## config.mk

```make
export PLATFORM = sky130hd
export DESIGN_NAME = seq_operations_pipe
export DESIGN_NICKNAME = d
export VERILOG_FILES = /design/src/rtl/seq_ops_pkg.sv /design/src/rtl/seq_ops_alu.sv /design/src/rtl/seq_operations_pipe.sv
export SDC_FILE = /design/constraint.sdc
export NUM_CORES = 1
export LEC_CHECK = 0
export CORE_MARGIN = 1.5
export CORE_UTILIZATION = 45
export CTS_CLUSTER_DIAMETER = 150
export DETAILED_ROUTE_END_ITERATION = 8
export MAX_ROUTING_LAYER = met4
export PLACE_DENSITY_LB_ADDON = 0.1
export SLEW_MARGIN = 25
export SYNTH_ARGS = -nofsm -noshare
export SYNTH_HDL_FRONTEND = slang
export SYNTH_SLANG_ARGS = --single-unit
```

## constraint.sdc

```tcl
create_clock -name CLK -period 3.5 [get_ports CLK]
set_input_delay 0.525 -clock CLK [delete_from_list [all_inputs] [get_ports CLK]]
set_output_delay 0.525 -clock CLK [all_outputs]
set_load 0.02 [all_outputs]
```

## src/rtl/seq_ops_pkg.sv

```systemverilog
// Shared opcodes and the stateless-op helper for seq_operations_pipe.
// Optional build macro SEQ_OPS_SAT_EN (saturating ops 101/110) lives in seq_ops_alu.
package seq_ops_pkg;

  // Stateless ops are evaluated at this width; OUT_W must be below it.
  localparam int MAX_W = 64;

  localparam logic [2:0] OP_ADD3  = 3'b000;
  localparam logic [2:0] OP_MUL   = 3'b001;
  localparam logic [2:0] OP_MAC   = 3'b010;
  localparam logic [2:0] OP_LOGIC = 3'b011;
  localparam logic [2:0] OP_XOR3  = 3'b100;
  localparam logic [2:0] OP_SUB3  = 3'b101;
  localparam logic [2:0] OP_ACC   = 3'b110;
  localparam logic [2:0] OP_CLR   = 3'b111;

  // Returns {ovf, result}; caller truncates result to its own width.
  function automatic logic [MAX_W:0] stateless_op(
    input logic [2:0]       op,
    input logic [MAX_W-1:0] a,
    input logic [MAX_W-1:0] b,
    input logic [MAX_W-1:0] c
  );
    logic [MAX_W-1:0] r;
    logic             o;
    r = '0;
    o = 1'b0;
    unique case (1'b1)
      op == OP_ADD3:  r = a + b + c;
      op == OP_MUL:   r = a * b;
      op == OP_MAC:   r = a * b + c;
      op == OP_LOGIC: r = (a & b) | c;
      op == OP_XOR3:  r = a ^ b ^ c;
      op == OP_SUB3: begin
        r = a - b - c;
        o = ({1'b0, b} + {1'b0, c}) > {1'b0, a};
      end
      default: begin
        r = '0;
        o = 1'b0;
      end
    endcase
    return {o, r};
  endfunction

endpackage

```

## src/rtl/seq_ops_alu.sv

```systemverilog
// Combinational S2 datapath: stateless ops, accumulate and clear.
// SEQ_OPS_SAT_EN makes ops 101/110 saturate instead of wrapping.
module seq_ops_alu
  import seq_ops_pkg::*;
#(
  parameter int WIDTH = 4,
  parameter int OUT_W = 2 * WIDTH
) (
  input  logic [WIDTH-1:0] a,
  input  logic [WIDTH-1:0] b,
  input  logic [WIDTH-1:0] c,
  input  logic [2:0]       op,
  input  logic [OUT_W-1:0] acc,
  output logic [OUT_W-1:0] result,
  output logic             ovf,
  output logic [OUT_W-1:0] acc_next
);

  logic [MAX_W-1:0] a_x;
  logic [MAX_W-1:0] b_x;
  logic [MAX_W-1:0] c_x;
  logic [MAX_W:0]   res_x;
  logic [OUT_W-1:0] a_w;
  logic [OUT_W-1:0] b_w;
  logic [OUT_W-1:0] prod;
  logic [OUT_W:0]   mac_sum;
  logic             unused_hi;

  assign a_x = {{(MAX_W-WIDTH){1'b0}}, a};
  assign b_x = {{(MAX_W-WIDTH){1'b0}}, b};
  assign c_x = {{(MAX_W-WIDTH){1'b0}}, c};
  assign res_x = stateless_op(op, a_x, b_x, c_x);
  assign unused_hi = ^res_x[MAX_W-1:OUT_W];

  // The product always fits in OUT_W since OUT_W >= 2*WIDTH.
  assign a_w = {{(OUT_W-WIDTH){1'b0}}, a};
  assign b_w = {{(OUT_W-WIDTH){1'b0}}, b};
  assign prod = a_w * b_w;
  assign mac_sum = {1'b0, acc} + {1'b0, prod};

  always_comb begin
    result   = res_x[OUT_W-1:0];
    ovf      = res_x[MAX_W];
    acc_next = acc;
    unique case (1'b1)
      op == OP_ACC: begin
        result = mac_sum[OUT_W-1:0];
        ovf    = mac_sum[OUT_W];
`ifdef SEQ_OPS_SAT_EN
        if (mac_sum[OUT_W]) result = '1;
`endif
        acc_next = result;
      end
      op == OP_CLR: begin
        result   = '0;
        ovf      = 1'b0;
        acc_next = '0;
      end
`ifdef SEQ_OPS_SAT_EN
      op == OP_SUB3: begin
        if (res_x[MAX_W]) result = '0;
      end
`endif
      default: begin
        acc_next = acc;
      end
    endcase
  end

endmodule

```

## src/rtl/seq_operations_pipe.sv

```systemverilog
// Two-stage three-operand op pipeline with accumulator and valid/ready flow.
// Build option SEQ_OPS_SAT_EN selects saturating ops (see seq_ops_alu).
module seq_operations_pipe
  import seq_ops_pkg::*;
#(
  parameter int WIDTH = 4,
  parameter int OUT_W = 2 * WIDTH
) (
  input  logic             CLK,
  input  logic             RST,
  input  logic             In_Valid,
  output logic             In_Ready,
  input  logic [WIDTH-1:0] Seq1,
  input  logic [WIDTH-1:0] Seq2,
  input  logic [WIDTH-1:0] Seq3,
  input  logic [2:0]       Op,
  output logic             Out_Valid,
  input  logic             Out_Ready,
  output logic [OUT_W-1:0] Seq_out,
  output logic             Ovf
);

  logic             run;
  logic             advance;
  logic             s1_valid;
  logic [WIDTH-1:0] s1_a;
  logic [WIDTH-1:0] s1_b;
  logic [WIDTH-1:0] s1_c;
  logic [2:0]       s1_op;
  logic [OUT_W-1:0] acc;
  logic [OUT_W-1:0] alu_res;
  logic [OUT_W-1:0] acc_next;
  logic             alu_ovf;

  // Keeps In_Ready low through reset and for the edge that ends it.
  always_ff @(posedge CLK or posedge RST) begin
    if (RST) run <= 1'b0;
    else     run <= 1'b1;
  end

  assign advance  = !Out_Valid | Out_Ready;
  assign In_Ready = run & (!s1_valid | advance);

  always_ff @(posedge CLK or posedge RST) begin
    if (RST) begin
      s1_valid <= 1'b0;
      s1_a     <= '0;
      s1_b     <= '0;
      s1_c     <= '0;
      s1_op    <= '0;
    end else if (In_Ready) begin
      s1_valid <= In_Valid;
      if (In_Valid) begin
        s1_a  <= Seq1;
        s1_b  <= Seq2;
        s1_c  <= Seq3;
        s1_op <= Op;
      end
    end
  end

  seq_ops_alu #(
    .WIDTH (WIDTH),
    .OUT_W (OUT_W)
  ) u_alu (
    .a        (s1_a),
    .b        (s1_b),
    .c        (s1_c),
    .op       (s1_op),
    .acc      (acc),
    .result   (alu_res),
    .ovf      (alu_ovf),
    .acc_next (acc_next)
  );

  // acc_next equals acc for non-accumulator ops, so one guarded load suffices.
  always_ff @(posedge CLK or posedge RST) begin
    if (RST) begin
      Out_Valid <= 1'b0;
      Seq_out   <= '0;
      Ovf       <= 1'b0;
      acc       <= '0;
    end else if (advance) begin
      Out_Valid <= s1_valid;
      if (s1_valid) begin
        Seq_out <= alu_res;
        Ovf     <= alu_ovf;
        acc     <= acc_next;
      end
    end
  end

endmodule
```

==> run_summary.xml <==
<?xml version="1.0" encoding="UTF-8"?>
<metrics>
  <group name="power_and_ir_drop">
    <metric name="power.density_cell_area" unit="nW/um2">861.5</metric>
    <metric name="relative_contribution_of_sequential_cells_to_total_power" unit="%">17.8</metric>
    <metric name="comb_power_share" unit="%">73.1</metric>
    <metric name="switching_power" unit="mW">1.657</metric>
    <metric name="cellLeakagePower" unit="nW">2.027</metric>
    <metric name="vdd.ir_drop.worst" unit="mV">0.4516</metric>
    <metric name="intPower" unit="mW">2.010</metric>
    <metric name="share_clk_of_total_power" unit="%">9.1</metric>
    <metric name="switching_share" unit="%">45.19</metric>
  </group>
  <group name="worst_setup_path">
    <metric name="critPathSlowestCell" unit="">sky130_fd_sc_hd__fa_2</metric>
    <metric name="required" unit="ns">3.68</metric>
    <metric name="path_class" unit="">reg2reg</metric>
    <metric name="crit_chain" unit="">nand2_2, fa_1, inv_2, fa_2, fa_2, ha_4, inv_2, o21ba_4, or4b_4, o2111ai_2, nand4_1</metric>
    <metric name="timing.critical_path.to_type" unit="">flip-flop</metric>
    <metric name="crit_fanout" unit="">4</metric>
    <metric name="timing.critical_path.max_delay_family" unit="">adder cells</metric>
    <metric name="critical_path.startpoint_type" unit="">flip-flop</metric>
    <metric name="cp.arrival" unit="ns">3.65</metric>
    <metric name="critical_path.max_stage_delay" unit="ns">0.61</metric>
    <metric name="rrSetupSlack" unit="ns">0.03</metric>
    <metric name="worst-path-buf-inv" unit="">2</metric>
    <metric name="critical_path_depth" unit="">11</metric>
    <metric name="worstRegToRegCells" unit="">11</metric>
  </group>
  <group name="global_routing">
    <metric name="globalRouteOverflowTotal" unit="">0</metric>
    <metric name="initial_antenna_violation_count" unit="">0</metric>
    <metric name="grt_util_all_layers" unit="%">22.39</metric>
    <metric name="first_global_vias" unit="">2811</metric>
    <metric name="grt_start_max_net_pins" unit="">20</metric>
    <metric name="grt_pass1_wl" unit="um">14020</metric>
  </group>
  <group name="clocking">
    <metric name="tritoncts" unit="">yes</metric>
    <metric name="holdBufCountCts" unit="">0</metric>
    <metric name="max-clock-path-buffers" unit="">2</metric>
    <metric name="tritoncts.num_buffers" unit="">5</metric>
    <metric name="clock_latency" unit="ns">0.30</metric>
    <metric name="clock_sinks" unit="">35</metric>
    <metric name="h-tree-depth" unit="">2</metric>
    <metric name="clockRootBuffer" unit="">sky130_fd_sc_hd__clkbuf_8</metric>
    <metric name="clock_pin_slew_on_the_worst_setup_and_hold_paths" unit="ns">0.07</metric>
  </group>
  <group name="hold_path">
    <metric name="hold_path.class" unit="">reg2reg</metric>
    <metric name="min_delay_path_depth" unit="">2</metric>
  </group>
  <group name="place">
    <metric name="portBuffers" unit="">29</metric>
    <metric name="hpwl" unit="um">6912</metric>
    <metric name="dp.cells" unit="">513</metric>
    <metric name="gp_routability_congestion" unit="">0.9122</metric>
  </group>
  <group name="logic_synthesis">
    <metric name="postSynthAreaPerCell" unit="um2">9.312</metric>
    <metric name="sequential_element_share_of_the_synthesized_area" unit="%">25.08</metric>
    <metric name="netlist_top_cells_count" unit="">sky130_fd_sc_hd__ha_1, sky130_fd_sc_hd__inv_1, sky130_fd_sc_hd__dfrtp_1, sky130_fd_sc_hd__nor2_1, sky130_fd_sc_hd__nand2_1</metric>
    <metric name="yosysMostFrequentCell" unit="">sky130_fd_sc_hd__ha_1</metric>
    <metric name="number_of_distinct_standard_cells_referenced_by_the_synthesized_netlist" unit="">51</metric>
    <metric name="synth_area_leader_cell" unit="">sky130_fd_sc_hd__dfrtp_1</metric>
    <metric name="synthCells" unit="">375</metric>
    <metric name="synth_nets" unit="">461</metric>
    <metric name="syn-cell-area" unit="um2">3492</metric>
    <metric name="synth-seq-cells" unit="">35</metric>
    <metric name="synthArstFlopShare" unit="%">100.0</metric>
    <metric name="netlist_top_cells_area" unit="">sky130_fd_sc_hd__dfrtp_1, sky130_fd_sc_hd__ha_1, sky130_fd_sc_hd__fa_1</metric>
    <metric name="synth-warning-count" unit="">0</metric>
    <metric name="yosys.area.top_type_share" unit="%">25.08</metric>
    <metric name="synth_enable_flop_cells" unit="">0</metric>
    <metric name="synth_flop_cell" unit="">sky130_fd_sc_hd__dfrtp_1</metric>
  </group>
  <group name="flow_run">
    <metric name="cap_viol_max_count" unit="">0</metric>
  </group>
  <group name="die">
    <metric name="fp.dieW" unit="um">91.09</metric>
    <metric name="floorplan.die_area" unit="um2">8297</metric>
    <metric name="rows" unit="">31</metric>
    <metric name="io_pins" unit="">30</metric>
    <metric name="start_util" unit="%">47.39</metric>
    <metric name="core_region_area" unit="um2">7370</metric>
    <metric name="die_height" unit="um">91.09</metric>
  </group>
  <group name="route">
    <metric name="total_number_of_vias" unit="">2811</metric>
    <metric name="ant_nets" unit="">0</metric>
    <metric name="detail_route.drc_violations" unit="">0</metric>
    <metric name="wl_per_cell" unit="um">16.50</metric>
    <metric name="drtPass1Iterations" unit="">5</metric>
    <metric name="wirelength" unit="um">8611</metric>
    <metric name="detail_route.vias_per_cell" unit="">5.385</metric>
    <metric name="drtIter0Drc" unit="">73</metric>
  </group>
  <group name="layout">
    <metric name="layout.cells.non_filler" unit="">522</metric>
    <metric name="final_util" unit="%">57.76</metric>
    <metric name="finalNetCount" unit="">508</metric>
    <metric name="antennaDiodeCount" unit="">0</metric>
    <metric name="post_route_cells_drive_above_1_share" unit="%">18.68</metric>
    <metric name="area_delta_synth_final" unit="%">21.89</metric>
  </group>
  <group name="sta">
    <metric name="finClkSkew" unit="ns">0.004228</metric>
    <metric name="slew_headroom" unit="%">50.02</metric>
    <metric name="timing_hold_violations_final" unit="">0</metric>
    <metric name="grt_setup_unrepaired" unit="">true</metric>
    <metric name="finalSetupViolCount" unit="">0</metric>
    <metric name="layout_worst_path_cycle_share" unit="%">99.17</metric>
    <metric name="timing_max_transition_violations_final" unit="">0</metric>
    <metric name="finalCriticalPeriod" unit="ns">3.471</metric>
    <metric name="fmax" unit="MHz">288.1</metric>
    <metric name="worst-slew-pin-transition" unit="ns">0.7489</metric>
  </group>
  <group name="run_status">
    <metric name="status" unit="">complete, no violations</metric>
  </group>
</metrics>
==> tightest hold or removal path: stages (launching register included) <==
cell and delay, ns:
sky130_fd_sc_hd__dfrtp_1 0.34, sky130_fd_sc_hd__nand2_1 0.04, sky130_fd_sc_hd__o21ai_0 0.06
==> layer usage <==
layer  track usage [%]  wire (um)
met1             30.18       4071
met2             34.27       4127
met3             2.931        220
met4             8.464        192
met5                 -          0
==> stage by stage <==
step                setup TNS, ns  cell area [um2]  hold WS, ns  power [mW]  setup slack, ns
floorplan                       0             3510       0.4466       2.425          0.04827
global placement                0             4044       0.4613       3.111          0.01132
detailed placement       -0.06064             4044       0.4662       3.143         -0.03183
CTS                             0             4167       0.4839       3.535         0.002819
global route              -0.1300             4257       0.5116       4.005         -0.06027
finish                          0             4257       0.4790       3.667          0.02900
==> cell type report <==
| type | instances | area [um2] |
|---|---|---|
| clock buffer | 8 | 100.1 |
| fill | 683 | 3113 |
| inverter | 38 | 142.6 |
| multi-input combinational | 289 | 2541 |
| sequential | 35 | 878.3 |
| tap | 99 | 123.9 |
| timing repair buffer | 53 | 470.5 |
==> state kept, by name, indices dropped and copies added (netlist names), 3 cells and up <==
signal / flops
s1_op: 3
acc: 8
s1_a: 4
s1_b: 4
Seq_out: 8
s1_c: 4
==> logic make-up after synthesis <==
family          after synthesis  share of synthesized area, %
flops                        35                         25.08
xor+xnor                     25                         6.270
simple gates                 92                         12.47
fa+ha+maj                    67                         27.45
compound gates               87                         17.27
buf+inv                      51                         5.589
other cells                   1                        0.1074
mux                          17                         5.768
==> power by group through the flow <==
| stage | clock, mW | sequential [mW] | combinational, mW |
|---|---|---|---|
| after floorplan | 0 | 0.684 | 1.74 |
| after global placement | 0 | 0.655 | 2.46 |
| after detailed placement | 0 | 0.656 | 2.49 |
| after CTS | 0.348 | 0.649 | 2.54 |
| after global routing | 0.362 | 0.672 | 2.97 |
| final | 0.335 | 0.651 | 2.68 |
==> cells in the final DEF, fill, tap and decap left out, drive strengths merged, types with 2 or more instances in the layout <==
cell type	Yosys	routed
ha	51	51
inv	38	38
dfrtp	35	35
clkdlybuf4s50	0	29
nor2	28	28
nand2	27	27
a21oi	25	25
buf	3	24
fa	16	16
xor2	15	15
mux2	15	15
a21o	14	14
o21ai	14	14
xnor2	10	10
clkbuf	10	8
nand3	7	7
nand2b	6	6
nor2b	5	5
nor3	5	5
and2	4	4
o21a	4	4
o31ai	4	4
a211oi	4	4
and3	3	3
o21bai	3	3
a221oi	3	3
a2111oi	3	3
nand4	2	2
o22a	2	2
o211ai	2	2
o2111ai	2	2
==> worst paths after layout <==
kind                                   startpoint                     end
hold reg to reg            Seq_out[1]$_DFFE_PP0P_  Seq_out[1]$_DFFE_PP0P_
setup / recovery              s1_a[1]$_DFFE_PP0P_  Seq_out[7]$_DFFE_PP0P_
min in group asynchronous                     RST     s1_c[0]$_DFFE_PP0P_
hold / removal             Seq_out[1]$_DFFE_PP0P_  Seq_out[1]$_DFFE_PP0P_
max in group asynchronous                     RST      acc[3]$_DFFE_PP0P_
setup reg to reg              s1_a[1]$_DFFE_PP0P_  Seq_out[7]$_DFFE_PP0P_
==> timing repair <==
item | 4_1_cts | 5_1_grt
resized for setup | 5 | 21
buffers inserted | 0 | 1
pin swaps | 5 | 12
endpoints found under the setup margin | 2 | 8
No activity file was read; power rests on OpenSTA's default activity.
